## src/rtl/mux_2x1_arbiter_pkg.sv

```systemverilog
// Shared definitions for the two-channel round-robin mux arbiter.
// Channel ids, output-register state encoding and the grant helper.
package mux_2x1_arbiter_pkg;

    localparam logic CH0 = 1'b0;
    localparam logic CH1 = 1'b1;

    typedef enum logic {
        EMPTY = 1'b0,
        FULL  = 1'b1
    } out_state_e;

    typedef struct packed {
        logic active;
        logic ch;
    } grant_t;

    // Round-robin pick: a lone requester wins outright, a tie goes to
    // the channel that did not win last time.
    function automatic grant_t pick_grant(
        input logic v0,
        input logic v1,
        input logic last
    );
        grant_t g;
        g.active = 1'b0;
        g.ch     = CH0;
        unique case ({v1, v0})
            2'b01: begin
                g.active = 1'b1;
                g.ch     = CH0;
            end
            2'b10: begin
                g.active = 1'b1;
                g.ch     = CH1;
            end
            2'b11: begin
                g.active = 1'b1;
                g.ch     = ~last;
            end
            default: begin
                g.active = 1'b0;
                g.ch     = CH0;
            end
        endcase
        return g;
    endfunction

endpackage

```

## src/rtl/mux_2x1_mux.sv

```systemverilog
// Shared 2:1 datapath mux with enable.
// Output is forced to zero while disabled so no stale data leaks out.
module mux_2x1
    import mux_2x1_arbiter_pkg::*;
#(
    parameter int WIDTH = 16
) (
    input  logic [WIDTH-1:0] in1,
    input  logic [WIDTH-1:0] in2,
    input  logic             sel,
    input  logic             enable,
    output logic [WIDTH-1:0] out
);

    // Select in1 for channel 0, in2 for channel 1, zero when idle.
    always_comb begin
        out = '0;
        if (enable) begin
            out = (sel == CH1) ? in2 : in1;
        end
    end

endmodule

```

## src/rtl/mux_2x1_arbiter.sv

```systemverilog
// Round-robin arbiter sharing one mux_2x1 between two valid/ready
// producers, feeding a single-entry registered output with counters.
module mux_2x1_arbiter
    import mux_2x1_arbiter_pkg::*;
#(
    parameter int WIDTH = 16,
    parameter int CNT_W = 8
) (
    input  logic             clk,
    input  logic             rst,
    input  logic [WIDTH-1:0] in0_data,
    input  logic             in0_valid,
    output logic             in0_ready,
    input  logic [WIDTH-1:0] in1_data,
    input  logic             in1_valid,
    output logic             in1_ready,
    output logic [WIDTH-1:0] out_data,
    output logic             out_valid,
    input  logic             out_ready,
    output logic             out_src,
    output logic [CNT_W-1:0] cnt0,
    output logic [CNT_W-1:0] cnt1
);

    out_state_e       state_q, state_d;
    logic [WIDTH-1:0] out_data_q, out_data_d;
    logic             out_src_q, out_src_d;
    logic             last_grant_q, last_grant_d;
    logic [CNT_W-1:0] cnt0_q, cnt0_d;
    logic [CNT_W-1:0] cnt1_q, cnt1_d;

    logic             load_ok;
    grant_t           gnt;
    logic             grant;
    logic             grant_active;
    logic [WIDTH-1:0] mux_out;

    // Decide whether the output register can take a word and who wins.
    always_comb begin
        load_ok      = 1'b0;
        grant        = CH0;
        grant_active = 1'b0;
        gnt          = pick_grant(in0_valid, in1_valid, last_grant_q);
        if (!rst) begin
            load_ok = (state_q == EMPTY) || out_ready;
        end
        if (load_ok) begin
            grant        = gnt.ch;
            grant_active = gnt.active;
        end
    end

    assign in0_ready = grant_active && (grant == CH0);
    assign in1_ready = grant_active && (grant == CH1);

    mux_2x1 #(
        .WIDTH (WIDTH)
    ) u_mux (
        .in1    (in0_data),
        .in2    (in1_data),
        .sel    (grant),
        .enable (grant_active),
        .out    (mux_out)
    );

    // Load on a grant, drain when consumed with nothing to replace it.
    always_comb begin
        state_d      = state_q;
        out_data_d   = out_data_q;
        out_src_d    = out_src_q;
        last_grant_d = last_grant_q;
        cnt0_d       = cnt0_q;
        cnt1_d       = cnt1_q;
        if (grant_active) begin
            state_d      = FULL;
            out_data_d   = mux_out;
            out_src_d    = grant;
            last_grant_d = grant;
            if (grant == CH0) begin
                cnt0_d = cnt0_q + CNT_W'(1);
            end else begin
                cnt1_d = cnt1_q + CNT_W'(1);
            end
        end else if ((state_q == FULL) && out_ready) begin
            state_d = EMPTY;
        end
    end

    // State register; last_grant resets to 1 so channel 0 wins first.
    always_ff @(posedge clk) begin
        if (rst) begin
            state_q      <= EMPTY;
            out_data_q   <= '0;
            out_src_q    <= CH0;
            last_grant_q <= CH1;
            cnt0_q       <= '0;
            cnt1_q       <= '0;
        end else begin
            state_q      <= state_d;
            out_data_q   <= out_data_d;
            out_src_q    <= out_src_d;
            last_grant_q <= last_grant_d;
            cnt0_q       <= cnt0_d;
            cnt1_q       <= cnt1_d;
        end
    end

    assign out_valid = (state_q == FULL);
    assign out_data  = out_data_q;
    assign out_src   = out_src_q;
    assign cnt0      = cnt0_q;
    assign cnt1      = cnt1_q;

endmodule

```

## config.mk

```make
export PLATFORM = sky130hd
export DESIGN_NAME = mux_2x1_arbiter
export DESIGN_NICKNAME = d
export VERILOG_FILES = /design/src/rtl/mux_2x1_arbiter_pkg.sv /design/src/rtl/mux_2x1_mux.sv /design/src/rtl/mux_2x1_arbiter.sv
export SDC_FILE = /design/constraint.sdc
export NUM_CORES = 1
export LEC_CHECK = 0
export ABC_AREA = 1
export CORE_ASPECT_RATIO = 1.1
export CORE_UTILIZATION = 40
export DETAILED_ROUTE_END_ITERATION = 16
export PLACE_DENSITY = 0.83
export SYNTH_ARGS = -nofsm -noshare
export SYNTH_HDL_FRONTEND = slang
export SYNTH_SLANG_ARGS = --single-unit
```

## constraint.sdc

```tcl
create_clock -name clk -period 2.4 [get_ports clk]
set_input_delay 0.24 -clock clk [delete_from_list [all_inputs] [get_ports clk]]
set_output_delay 0.24 -clock clk [all_outputs]
set_load 0.005 [all_outputs]
```

After elaboration in Yosys (flattened, before gate mapping)
Index checks and enable logic that the tools add are counted.
- $add $sub $neg: 2
- equal/unequal tests: 3
- muxes and demuxes: 7
- bitwise logic cells: 3
- reduce and logical (&&, ||, !) cells: 7
- operators with widths (cell ; count):
    8-bit by 1-bit adder with 8-bit output, second input constant ; 2
    16-bit 2-to-1 mux ; 1
    2-bit case mux with 3 select lines ; 1
    1-bit 2-to-1 mux ; 5
    2-bit == test, second input constant ; 2
    2-bit AND reduction ; 2
    1-bit logical AND ; 3
    1-bit inverter ; 3
    2-bit by 1-bit == test with 1-bit output, second input constant ; 1
    2-bit nonzero test ; 1
    1-bit logical OR ; 1
- register bits: 35
- output and inout port bits: 36
- logic and storage cells: 28

Depth between registers and ports, before layout
Gate-level depths: netlist of the first run.
- depth after elaboration: 6
- mapped depth: 9
- mapped depth without buffers: 8

Cells and area by module
From an unflattened synthesis of the first run, not the netlist that was laid out.
- cell total of the unflattened synthesis: 291
- area, all modules: 1848.0 µm²
- by module, submodules not included (module ; times used ; cells each ; area each (µm²) ; seq. area each (µm²)):
    mux_2x1_arbiter ; 1 ; 206 ; 1493.9 ; 700.7
    mux_2x1 ; 1 ; 85 ; 354.1 ; 0.0

Least setup slack after synthesis of the first run
OpenSTA, ideal clock, no wires.
- path type: register -> register
- start point: register cnt0_q[0], in the netlist cnt0[0]
- end point: register cnt0_q[6], in the netlist cnt0[6]
- setup time: 115 ps
- arrival time: 1044 ps
- data required time: 2285 ps
- slack: 1241 ps
- cell stages (with the launch flop): 7
- period minus slack after synthesis: 1159 ps
- cell sequence: dfxtp_1 > ha_1 > nand2_1 > nor3_1 > nand3_1 > nand2_1 > nor2_1
- word-level cells in the longest chain between the ends: 1
- RTL lines (what ; line ; text):
    start, declared ; mux_2x1_arbiter.sv:29 ; logic [CNT_W-1:0] cnt0_q, cnt0_d;
    start signal, assigned ; mux_2x1_arbiter.sv:103 ; cnt0_q <= cnt0_d;
    8-bit by 1-bit adder with 8-bit output ; mux_2x1_arbiter.sv:80 ; cnt0_d = cnt0_q + CNT_W'(1);
No other way between the ends.
A chain may end at the register's enable or synchronous reset.

Worst setup path after layout of the first run
- start point: input rst
- end point: output in1_ready
- word-level cells in the longest chain between the ends: 3
- RTL lines (what ; line ; text):
    start, declared ; mux_2x1_arbiter.sv:10 ; input logic rst,
    1-bit 2-to-1 mux * ; mux_2x1_arbiter.sv:44 ; if (!rst) begin
    1-bit 2-to-1 mux ; mux_2x1_arbiter.sv:47 ; if (load_ok) begin
    1-bit logical AND * ; mux_2x1_arbiter.sv:54 ; assign in1_ready = grant_active && (grant == CH1);
    end, declared ; mux_2x1_arbiter.sv:16 ; output logic in1_ready,
Mark *: on every way between the ends. The rest lies on a longest branch, timed or not.

==> impl_metrics.yaml, run 1 <==
clocking:
  cts_tree: "done"
  root_buffer: "clkbuf_8"
  cts_setup_buffers: 0
  cts_resized: 0
  numCtsBuffers: 5
  clkLatencyLatePin_ps: 280
  cts_buffer_depth: 2
  clk_pin_slew_ps: 70
  cts_hold_buf: 0
  cts.sinks: 35
  cts.htree.levels: 2
setup_path:
  reg2reg_depth: 8
  reg2reg_slack_ps: 1030
  max_stage_delay_ps: 510
  critPathMostFrequentCell: "clkdlybuf4s50_1"
  critPathKind: "primary input to output pin"
  crit_chain: "clkdlybuf4s50_1 > inv_4 > nand2_2 > nor2_2 > clkdlybuf4s50_1"
  crit_path_end_kind: "output pin"
  r2r-end: "cnt1[7]$_SDFFE_PP0P_"
  crit_slowest_cell: "clkdlybuf4s50_1"
  crit-reg2reg-launch: "out_valid$_SDFFE_PP0P_"
  cp-start-kind: "primary input"
  timing.critical_path.fanout_max: 17
  worstPathArrival_ps: 1640
  worstPathRequired_ps: 2160
synthesis:
  yosysWarnings: 0
  synth.area.top_cells: "dfxtp_1 40%, nand2_1 17%, nor2_1 13%, inv_1 6.0%, nand3_1 3.7%"
  netlist-cell-type-count: 26
  synth-seq-area-share_pct: 40.0
  avgSynthCellArea_um2: 6.56
  synth_top_area_share_pct: 40.0
  syn_inst: 267
  synth_nets: 306
  synth_area_leader_cell: "dfxtp_1"
  synthesis.area_um2: 1750
  ys_seq_elements: 35
floorplanning:
  ioPinCount: 73
  dieArea_um2: 4650
  start_util_pct: 42.9
  fp.dieW_um: 65.1
  die_y_um: 71.4
  row_count: 24
  core_area_um2: 4080
power_and_ir_drop:
  peakVddDrop_v: 0.000280
  p_leak_nw: 1.17
  total_power_mw: 1.31
  power_per_cell_area_nw_per_um2: 505
grt:
  grt_pass1_vias: 1633
  overflow: 0
  grt_max_degree: 30
  track_usage_pct: 19.2
  antenna_found_initial: 0
  grt_pass1_wl_um: 6910
routing:
  drt_first_pass_iters: 4
  ant_nets: 0
  drt_iter0_drc: 158
  dr_total_vias: 1782
  drc: 0
  viasPerCell: 4.53
  wl_um: 4230
  wl_per_cell_um: 10.8
timing:
  hold_viol: 0
  min_period_over_period_pct: 78.3
  fmax_mhz: 532
  period_needed_ps: 1880
  rsz0062_at_grt: "false"
  finalSetupViolations: 0
  worstMarginPinSlew_ps: 295
  relSlewSlack_pct: 80.4
  tns_ps: 0
  skew_ps: 6.06
  drv_slew: 0
worst_hold_path:
  whs_path_depth: 2
  min_to: "out_src$_SDFFE_PP0P_"
  hold_path_class: "register to register"
  hp-start: "out_src$_SDFFE_PP0P_"
flow_run:
  maxCapViolations: 0
placement:
  place_congestion: 0.741
  dpl.hpwl_um: 3050
  port_buffers: 72
layout:
  drive_above_1_share_pct: 8.80
  syn_to_final_growth_pct: 48.2
  final_net_count: 380
  layout_commonest_cell: "nand2_1"
  diodes: 0
  final_cell_mix: "80 x nand2_1, 72 x clkdlybuf4s50_1, 59 x nor2_1"
status:
  status: "finished, final reports clean"
==> metrics by stage <==
step | area (um2) | worst slack (ps) | cells | hold slack [ps] | util (%)
after floorplan | 1750 | 1240 | 267 | 395 | -
after global placement | 2510 | 524 | 386 | 439 | 61.4
after detailed placement | 2510 | 514 | 386 | 462 | 61.4
after CTS | 2590 | 507 | 393 | 474 | 63.5
after global routing | 2590 | 455 | 393 | 499 | 63.5
final | 2590 | 522 | 393 | 473 | 63.5
==> critical path: cells and delay by family <==
kind | cells | cell delay, ps
buffers and inverters | 3 | 1170
AND/OR/NAND/NOR | 2 | 230
==> registers in the layout, indices dropped and copies added, names as in the netlist <==
| register | cells |
|---|---|
| out_valid | 1 |
| out_data | 16 |
| out_src | 1 |
| cnt0 | 8 |
| last_grant_q | 1 |
| cnt1 | 8 |
==> metal layers <==
metal	GRT usage [%]	share of wire [%]	up-vias	wire length (um)
li1	-	-	951	-
met1	20.3	41	766	1730
met2	35.8	52	59	2200
met3	6.05	5.9	6	249
met4	6.04	1.3	0	53
met5	0	0	-	0
==> Yosys cell counts, drive strengths merged <==
master,number
o21ai,2
nor3b,1
nand4,2
o21a,1
buf,7
dfxtp,35
ha,2
inv,31
a21oi,11
xor2,3
clkbuf,2
nand2,85
nor2,69
nor3,2
nand3,14
==> worst max-delay path by stage <==
stage	startpoint	endpoint	slack, ps	cells past startpoint
6_report	rst	in1_ready	520	5
5_1_grt	rst	in1_ready	460	5
4_1_cts	rst	in1_ready	510	5
3_5_place_dp	rst	in1_ready	510	5
3_3_place_gp	rst	in1_ready	520	5
2_1_floorplan	cnt0[0]$_SDFFE_PP0P_	cnt0[6]$_SDFFE_PP0P_	1240	6
==> cell families (layout without fill, tap and decap cells) <==
group,Yosys count,count (layout),synth area share [%]
AND/OR/NAND/NOR,173,173,42.7
buffers and inverters,40,114,10.2
flip-flops,35,35,40.0
AO/OA/AOI/OAI,14,14,4.15
XOR/XNOR,3,3,1.50
adder cells (fa/ha/maj),2,2,1.43
==> power breakdown <==
group / internal (mW) / leakage, nW / switching, mW / total, mW
combinational: 0.141 / 0.834 / 0.112 / 0.253
clock: 0.225 / 0.0470 / 0.205 / 0.430
sequential: 0.608 / 0.286 / 0.0182 / 0.627
==> final cells by class <==
class                      count  area [um2]
clock inverter                 1        5.00
timing repair buffer          76         751
clock buffer                   6        82.6
tap                           52        65.1
fill                         384        1490
inverter                      31         119
sequential                    35         701
multi-input combinational    192         872
(Power assumes the default switching activity.)
==> run 2, diff against run 1 <==
clock period = 1.8 ns   (was 2.4 ns; I/O delays follow)
==> impl_metrics.yaml, run 2 (synthesis results as in run 1) <==
status:
  status: "finished, final reports clean"
timing:
  worstMarginPinSlew_ps: 293
  min_period_over_period_pct: 95.1
  rsz0062_at_grt: "false"
  skew_ps: 2.02
  hold_viol: 0
  finalSetupViolations: 0
  hold_ws_ps: 459
  tns_ps: 0
  fmax_mhz: 584
  period_needed_ps: 1710
  drv_slew: 0
  relSlewSlack_pct: 80.5
floorplanning:
  row_count: 24
  fp.dieW_um: 65.1
  ioPinCount: 73
  start_util_pct: 42.9
  dieArea_um2: 4650
  core_area_um2: 4080
  die_y_um: 71.4
grt:
  grt_pass1_vias: 1722
  antenna_found_initial: 0
  grt_max_degree: 30
  overflow: 0
  grt_pass1_wl_um: 7250
  track_usage_pct: 19.8
setup_path:
  reg2reg_slack_ps: 470
  crit_family: "buffers and inverters"
  worstPathArrival_ps: 1530
  crit_path_end_kind: "output pin"
  worstPathRequired_ps: 1620
  timing.critical_path.fanout_max: 3
  max_stage_delay_ps: 500
  crit-reg2reg-launch: "out_valid$_SDFFE_PP0P_"
  crit_chain: "clkdlybuf4s50_1 > nand2_1 > nand2_2 > inv_1 > nor2_4 > clkdlybuf4s50_1"
  crit_start: "in0_valid"
  critPathKind: "primary input to output pin"
  cp-start-kind: "primary input"
  crit_buf_inv: 3
  r2r-end: "cnt1[7]$_SDFFE_PP0P_"
  critPathMostFrequentCell: "clkdlybuf4s50_1"
  reg2reg_depth: 8
  crit_slowest_cell: "clkdlybuf4s50_1"
power_and_ir_drop:
  total_power_mw: 1.69
  power_per_cell_area_nw_per_um2: 649
  p_leak_nw: 1.17
  peakVddDrop_v: 0.000391
placement:
  place_congestion: 0.782
  dp_cells: 388
  port_buffers: 72
  dpl.hpwl_um: 3030
layout:
  drive_above_1_share_pct: 8.77
  final_cell_mix: "80 x nand2_1, 72 x clkdlybuf4s50_1, 59 x nor2_1"
  largest_register_ffs: 16
  diodes: 0
  stdcell_count: 394
  layout_commonest_cell: "nand2_1"
  final_net_count: 382
  syn_to_final_growth_pct: 48.5
flow_run:
  maxCapViolations: 0
clocking:
  root_buffer: "clkbuf_8"
  numCtsBuffers: 5
  clk_pin_slew_ps: 60
  cts.htree.levels: 2
  cts_buffer_depth: 2
  clkLatencyLatePin_ps: 280
  cts.sinks: 35
  cts_tree: "done"
  cts_resized: 0
  cts_hold_buf: 0
  cts_setup_buffers: 0
routing:
  drt_first_pass_iters: 4
  ant_nets: 0
  drt_iter0_drc: 107
  wl_per_cell_um: 10.8
  dr_total_vias: 1812
  drc: 0
  wl_um: 4240
  viasPerCell: 4.60
worst_hold_path:
  min_to: "last_grant_q$_SDFFE_PP1P_"
  whs_path_depth: 2
  hold_path_class: "register to register"
  hp-start: "last_grant_q$_SDFFE_PP1P_"
run 2: cell count changes in the layout (fill, tap and decap cells not counted), sizes merged:
cell / change
buf: +2
clkinv: -1
run 2: per-layer routing:
metal | global-route usage [%] | share of wire, % | wire (um) | vias to the layer above
met5 | 0 | 0 | 0 | -
met4 | 5.07 | 0.80 | 34 | 0
met3 | 5.57 | 5.0 | 212 | 4
met2 | 36.5 | 52 | 2210 | 50
met1 | 22.1 | 42 | 1780 | 806
li1 | - | - | - | 952
run 2: metrics by stage:
| step | cell area, um2 | util [%] | worst slack [ps] |
|---|---|---|---|
| 6_report | 2600 | 63.7 | 87.8 |
| 5_1_grt | 2600 | 63.7 | 25.1 |
| 4_1_cts | 2590 | 63.5 | 62.3 |
| 3_5_place_dp | 2520 | 61.8 | 59.7 |
| 3_3_place_gp | 2520 | 61.8 | 72.4 |
| 2_1_floorplan | 1750 | - | 641 |
run 2: worst max path at each step:
stage / endpoint / slack [ps] / cells after the start
after floorplan: cnt0[6]$_SDFFE_PP0P_ / 640 / 6
after global placement: in1_ready / 70 / 6
after detailed placement: cnt1[7]$_SDFFE_PP0P_ / 60 / 10
after CTS: in1_ready / 60 / 6
after global routing: in0_ready / 30 / 6
final: in0_ready / 90 / 6
run 2: worst min-delay path, stage by stage (launching register included):
cell and delay (ps):
dfxtp_1 330, nand2_1 50, nand3_1 50
run 2: report_power, final:
| group | leakage (nW) | switching, mW | total [mW] | internal, mW |
|---|---|---|---|---|
| sequential | 0.286 | 0.0250 | 0.837 | 0.811 |
| combinational | 0.848 | 0.150 | 0.342 | 0.191 |
| clock | 0.0371 | 0.252 | 0.510 | 0.258 |
| total | 1.17 | 0.427 | 1.69 | 1.26 |
run 2: area by class of cell:
type | count | area, um2
clock buffers | 6 | 72.6
fillers | 393 | 1480
inverters | 31 | 119
multi-input cells | 192 | 877
flip-flops and latches | 35 | 701
well taps | 52 | 65.1
repair buffers | 78 | 766
